==> src/rtl/signed_round_cast_if.sv <==
// Stream bundle for signed_round_cast: input sample handshake, output sample
// handshake and the per-sample saturation flag travelling with dout.
interface signed_round_cast_if #(
   parameter int DIN_WIDTH  = 32,
   parameter int DOUT_WIDTH = 16
);
   logic signed [DIN_WIDTH-1:0]  din;
   logic                         din_valid;
   logic                         din_ready;
   logic signed [DOUT_WIDTH-1:0] dout;
   logic                         dout_valid;
   logic                         dout_ready;
   logic [1:0]                   warning;

   modport master (
      output din, din_valid, dout_ready,
      input  din_ready, dout, dout_valid, warning
   );

   modport slave (
      input  din, din_valid, dout_ready,
      output din_ready, dout, dout_valid, warning
   );
endinterface

==> src/rtl/signed_round_cast.sv <==
// Two-stage fixed-point narrowing cast: S1 drops fractional LSBs with the
// selected rounding, S2 saturates to the output range and counts clipped samples.
module signed_round_cast #(
   parameter int DIN_WIDTH  = 32,
   parameter int DIN_POINT  = 16,
   parameter int DOUT_WIDTH = 16,
   parameter int DOUT_POINT = 8,
   parameter int ROUND_MODE = 1,
   parameter int CNT_WIDTH  = 16
) (
   input  logic                 clk,
   input  logic                 rst_n,
   signed_round_cast_if.slave   bus,
   input  logic                 cnt_clear,
   output logic [CNT_WIDTH-1:0] ovf_count,
   output logic [CNT_WIDTH-1:0] unf_count
);

   localparam int D  = DIN_POINT - DOUT_POINT;
   localparam int RW = DIN_WIDTH + 1 - D;
   localparam int HS = (D > 0) ? D - 1 : 0;
   localparam logic [DIN_WIDTH:0] ONE  = (DIN_WIDTH+1)'(1);
   localparam logic [DIN_WIDTH:0] HALF = (D > 0) ? (ONE << HS) : '0;
   localparam logic [CNT_WIDTH-1:0] CNT_MAX = '1;
   localparam logic [CNT_WIDTH-1:0] CNT_ONE = CNT_WIDTH'(1);
   localparam logic [1:0] WARN_OK  = 2'd0;
   localparam logic [1:0] WARN_OVF = 2'd1;
   localparam logic [1:0] WARN_UNF = 2'd2;

   logic                  en;
   logic                  out_xfer;
   logic                  s1_valid;
   logic [RW-1:0]         s1_rnd;
   logic [DIN_WIDTH:0]    din_ext;
   logic [DIN_WIDTH:0]    rnd_c;
   logic [DIN_WIDTH:0]    rnd_sum;
   logic [RW-DOUT_WIDTH:0] sat_upper;
   logic [DOUT_WIDTH-1:0] sat_val;
   logic [1:0]            sat_warn;

   assign en            = ~bus.dout_valid | bus.dout_ready;
   assign bus.din_ready = en;
   assign out_xfer      = bus.dout_valid & bus.dout_ready;

   // One guard bit above the sign keeps din + C from wrapping at full scale.
   always_comb begin
      din_ext = {bus.din[DIN_WIDTH-1], bus.din};
      rnd_c   = '0;
      if (D > 0) begin
         case (ROUND_MODE)
            1:       rnd_c = HALF;
            2:       rnd_c = HALF - ONE + {{DIN_WIDTH{1'b0}}, bus.din[D]};
            default: rnd_c = '0;
         endcase
      end
      rnd_sum = din_ext + rnd_c;
   end

   // In range exactly when every bit from the output sign upward agrees.
   always_comb begin
      sat_upper = s1_rnd[RW-1:DOUT_WIDTH-1];
      sat_val   = s1_rnd[DOUT_WIDTH-1:0];
      sat_warn  = WARN_OK;
      if (!((&sat_upper) | ~(|sat_upper))) begin
         if (!s1_rnd[RW-1]) begin
            sat_val  = {1'b0, {(DOUT_WIDTH-1){1'b1}}};
            sat_warn = WARN_OVF;
         end else begin
            sat_val  = {1'b1, {(DOUT_WIDTH-1){1'b0}}};
            sat_warn = WARN_UNF;
         end
      end
   end

   always_ff @(posedge clk) begin
      if (!rst_n) begin
         s1_valid       <= 1'b0;
         s1_rnd         <= '0;
         bus.dout       <= '0;
         bus.dout_valid <= 1'b0;
         bus.warning    <= WARN_OK;
      end else if (en) begin
         s1_valid       <= bus.din_valid;
         bus.dout_valid <= s1_valid;
         if (bus.din_valid) begin
            s1_rnd <= rnd_sum[DIN_WIDTH:D];
         end
         if (s1_valid) begin
            bus.dout    <= sat_val;
            bus.warning <= sat_warn;
         end
      end
   end

   always_ff @(posedge clk) begin
      if (!rst_n) begin
         ovf_count <= '0;
         unf_count <= '0;
      end else if (cnt_clear) begin
         ovf_count <= (out_xfer && bus.warning == WARN_OVF) ? CNT_ONE : '0;
         unf_count <= (out_xfer && bus.warning == WARN_UNF) ? CNT_ONE : '0;
      end else if (out_xfer) begin
         if (bus.warning == WARN_OVF && ovf_count != CNT_MAX) begin
            ovf_count <= ovf_count + CNT_ONE;
         end
         if (bus.warning == WARN_UNF && unf_count != CNT_MAX) begin
            unf_count <= unf_count + CNT_ONE;
         end
      end
   end

endmodule
==> src/flat_wrapper.sv <==
// flat-port wrapper written by rule: the top's interface ports become plain ports
module signed_round_cast_flat 
#(
   parameter int DIN_WIDTH  = 32,
   parameter int DIN_POINT  = 16,
   parameter int DOUT_WIDTH = 16,
   parameter int DOUT_POINT = 8,
   parameter int ROUND_MODE = 1,
   parameter int CNT_WIDTH  = 16
)
  (clk, rst_n, cnt_clear, ovf_count, unf_count, bus_din, bus_din_valid, bus_dout_ready, bus_din_ready, bus_dout, bus_dout_valid, bus_warning);
  signed_round_cast_if #(.DIN_WIDTH(DIN_WIDTH), .DOUT_WIDTH(DOUT_WIDTH)) bus_i ();
  input  logic clk;
  input  logic rst_n;
  input  logic cnt_clear;
  output logic [CNT_WIDTH-1:0] ovf_count;
  output logic [CNT_WIDTH-1:0] unf_count;
  input wire logic [$bits(bus_i.din)-1:0] bus_din;
  input wire logic [$bits(bus_i.din_valid)-1:0] bus_din_valid;
  input wire logic [$bits(bus_i.dout_ready)-1:0] bus_dout_ready;
  output wire logic [$bits(bus_i.din_ready)-1:0] bus_din_ready;
  output wire logic [$bits(bus_i.dout)-1:0] bus_dout;
  output wire logic [$bits(bus_i.dout_valid)-1:0] bus_dout_valid;
  output wire logic [$bits(bus_i.warning)-1:0] bus_warning;
  assign bus_i.din = bus_din;
  assign bus_i.din_valid = bus_din_valid;
  assign bus_i.dout_ready = bus_dout_ready;
  assign bus_din_ready = bus_i.din_ready;
  assign bus_dout = bus_i.dout;
  assign bus_dout_valid = bus_i.dout_valid;
  assign bus_warning = bus_i.warning;
  signed_round_cast #(.DIN_WIDTH(DIN_WIDTH), .DIN_POINT(DIN_POINT), .DOUT_WIDTH(DOUT_WIDTH), .DOUT_POINT(DOUT_POINT), .ROUND_MODE(ROUND_MODE), .CNT_WIDTH(CNT_WIDTH)) u_core (.clk(clk), .rst_n(rst_n), .bus(bus_i), .cnt_clear(cnt_clear), .ovf_count(ovf_count), .unf_count(unf_count));
endmodule
==> config.mk <==
export PLATFORM = sky130hd
export DESIGN_NAME = signed_round_cast_flat
export DESIGN_NICKNAME = d
export VERILOG_FILES = /design/src/rtl/signed_round_cast_if.sv /design/src/rtl/signed_round_cast.sv /design/src/flat_wrapper.sv
export SDC_FILE = /design/constraint.sdc
export NUM_CORES = 1
export LEC_CHECK = 0
export ABC_AREA = 1
export CORE_MARGIN = 2
export CORE_UTILIZATION = 56
export CTS_CLUSTER_DIAMETER = 50
export DETAILED_ROUTE_END_ITERATION = 10
export PLACE_DENSITY_LB_ADDON = 0.15
export SLEW_MARGIN = 20
export SYNTH_ARGS = -nofsm -noshare
export SYNTH_HDL_FRONTEND = slang
export SYNTH_SLANG_ARGS = --single-unit
==> constraint.sdc <==
create_clock -name clk -period 2.07 [get_ports clk]
set_input_delay 0.207 -clock clk [delete_from_list [all_inputs] [get_ports clk]]
set_output_delay 0.207 -clock clk [all_outputs]
set_load 0.05 [all_outputs]
==> metrics.md <==
| Metric | Value |
|---|---|
| Hold crit path type | `reg -> reg` |
| Worst Setup SP | `u_core.ovf_count[10]` |
| Fmax | `around 540 MHz` |
| Vias per cell | `5.127` |
| Post-synth ARST share | `0` |
| Die area | `between 0.008 and 0.009 mm2` |
| Total Routed Length | `around 11000 um` |
| Flop-to-flop setup slack | `~0.3 ns` |
| Average wire per standard cell | `12.15 um` |
| Antenna-violating nets left | `0` |
| Clock Path Buffers | `2` |
| Capture point of the critical path | `ovf_count[10]` |
| CTS Sinks | `77` |
| Measured slew at the worst slew-check pin | `0.5384 ns` |
| Synthesized area | `roughly 0.0043 mm2` |
| Final core occ | `0.7331` |
| Seq/Total Area, Yosys | `0.3600` |
| Post-CTS Setup Bufs | `0` |
| P_leak | `2.266 nW` |
| Clk slew on worst S/H paths | `0.08 ns` |
| Synthesized area per cell | `about 6.2 um2` |
| Nets | `814` |
| DPL Wire Length | `about 8100 um` |
| Placed cell area | `between 0.005 and 0.006 mm2` |
| Area Overhead vs Synth | `25.51%` |
| TritonCTS clock tree | `built` |
| First-pass GRT wire length | `about 19000 um` |
| Gr ovfl total | `0` |
| Most common cell in the netlist | `nand2_1` |
| Pwr dens | `roughly 600 mW/mm2` |
| Share of cells above drive strength 1 | `0.06170` |
| Fin crit period | `around 1.9 ns` |
| Number of port buffers | `81` |
| Synth cell types | `32` |
| Placer Congestion | `approximately 0.95` |
| Worst path slowest cell | `clkdlybuf4s50_1` |
| Root Buffer | `clkbuf_8` |
| Syn_nets | `~730` |
| Top FF cell, synth | `dfxtp_1` |
| Total iterations of the first detailed-routing run | `4` |
| Rel. slew slack | `0.6399` |
| Top cell type by total area after synthesis | `dfxtp_1` |
| FP Rows | `31` |
| Hold-fix buffers, CTS | `0` |
| Final instance area | `about 0.0054 mm2` |
| Instance count on the critical path | `1` |
| RSZ-0062 raised after global routing | `no` |
| Worst setup margin | `approximately 0.22 ns` |
| R2R Path Start | `u_core.ovf_count[1]` |
| Beginning of the worst hold path | `u_core.s1_rnd[0]` |
| Num CTS Buffers | `9` |
| Initial DRC Count | `185` |
| Vias | `about 4500` |
| Critical Path Max Stage Delay | `about 0.85 ns` |
| Post-synth EDFFs | `0` |
| Setup_tns | `0 ns` |
| Post-CTS Resized | `0` |
| Yosys top cell area share | `0.3600` |
| Maximum VDD drop | `0.4247 mV` |
| Antenna violations before repair | `0` |
| Clock latency on the worst-skew pair | `between 0.3 and 0.4 ns` |
| Max-capacitance violation count | `0` |
| CP endpoint kind | `primary output` |
| DRC errors left | `0` |
| Die height | `about 91 um` |
| I/O pins | `89` |
| Worst EP arrival | `roughly 1.7 ns` |
| CP startpoint kind | `flop` |
| Critical path fanouts, max | `7` |
| Req. time, crit path | `approximately 1.9 ns` |
| Yosys warns | `0` |
| Post-Syn Instances | `~690` |
| Max Slew Vio Count | `0` |
| Pre-CTS WS | `0.1555 ns` |
| Synthesized flop and latch total | `between 70 and 80` |
| Initial core utilization | `0.5841` |
| Largest net degree at the start of global routing | `31` |
| Die width | `between 90 and 100 um` |
| ANT cells | `0` |
| Overall power | `3.241 mW` |
| Area of the core | `0.007331 mm2` |
| Synth area leaders | `dfxtp_1 (36%), nand2_1 (16%), nor2_1 (9.7%)` |
| Status | `finished clean` |
| Crit path buf inv count | `1` |
| Family with the most delay on the worst path | `buffers and inverters` |
| Crit-path cells | `clkdlybuf4s50_1` |
| R2r endpoint | `u_core.ovf_count[14]` |
| Max Clock Skew | `0.01654 ns` |
| Worst Reg-to-Reg Cells | `10` |
| Final worst-path cycle share | `0.8951` |
| Final setup vio count | `0` |
| Final Hold Fails | `0` |
| CP Class | `reg -> out` |
| GRT Resource Usage Total | `0.2680` |
| Htree depth | `3` |
| Post-synth top cells | `nand2_1 (181), nor2_1 (111), inv_1 (96)` |
| WHS Path Cells | `2` |
| Vias in the first global route | `4441` |
==> stage by stage <==
stage	hold WS, ns	instances
after floorplan	0.3454	689
after global placement	0.4440	862
after detailed placement	0.4463	862
after CTS	0.4599	877
after global routing	0.4765	877
final	0.4620	877
==> power by group <==
part / total (mW) / switching (mW) / internal (mW)
sequential: 1.59 / 0.0392 / 1.55
clock: 1.14 / 0.551 / 0.586
combinational: 0.518 / 0.326 / 0.192
==> worst min-delay path by stage <==
| stage | endpoint |
|---|---|
| 3_3_place_gp | u_core.s1_rnd[0] |
| 6_report | u_core.s1_rnd[0] |
| 2_1_floorplan | u_core.bus.warning[0] |
| 5_1_grt | u_core.s1_rnd[0] |
| 3_5_place_dp | u_core.s1_rnd[0] |
| 4_1_cts | u_core.s1_rnd[0] |
==> flip-flops by register name, summed over array words and instances, names as in the netlist <==
register and flops:
u_core.bus.warning 2, u_core.bus.dout_valid 1, u_core.bus.dout 16, u_core.ovf_count 16
u_core.unf_count 16, u_core.s1_valid 1, u_core.s1_rnd 25
==> area by class of cell <==
type | instances | area (um2)
multi-input combinational | 492 | 2227
fill | 642 | 1957
sequential | 77 | 1541
timing repair buffer | 95 | 913.4
inverter | 99 | 371.6
clock buffer | 10 | 137.6
tap | 99 | 123.9
clock inverter | 5 | 58.81
==> cells by family after synthesis <==
group | Yosys count | share of synthesized area
compound gates | 90 | 0.1064
fa+ha+maj | 3 | 0.008768
buf+inv | 120 | 0.1198
xor+xnor | 8 | 0.01637
flops | 77 | 0.3600
simple gates | 391 | 0.3887
==> cell usage in the layout, fill, tap and decap left out <==
master | synthesis | final
nand2_1 | 181 | 181
nor2_1 | 111 | 111
inv_1 | 96 | 96
clkdlybuf4s50_1 | 0 | 80
dfxtp_1 | 77 | 77
nand3_1 | 61 | 61
a21oi_1 | 56 | 56
o21ai_0 | 31 | 31
buf_4 | 1 | 15
nor3_1 | 11 | 11
clkbuf_8 | 2 | 10
nor2_2 | 6 | 6
nand3b_1 | 5 | 5
nand4_1 | 5 | 5
xor2_1 | 5 | 5
inv_2 | 3 | 3
nand3_2 | 3 | 3
xnor2_1 | 3 | 3
ha_1 | 3 | 3
nor2_4 | 2 | 2
nand2_2 | 2 | 2
clkinvlp_4 | 0 | 2
nand4_2 | 1 | 1
o21ai_1 | 1 | 1
and3_1 | 1 | 1
nand2_4 | 1 | 1
o211ai_1 | 1 | 1
or2_0 | 1 | 1
o21bai_1 | 1 | 1
inv_6 | 0 | 1
clkinv_2 | 0 | 1
bufinv_16 | 0 | 1
==> layer usage <==
metal  track usage  wire [um]  vias to the layer above
met5             0          0                        -
met4        0.1035        259                        0
met3       0.04564        428                       28
met2        0.5153       5623                      114
met1        0.2868       4342                     2034
li1              -          -                     2320
(Power assumes the default switching activity.)
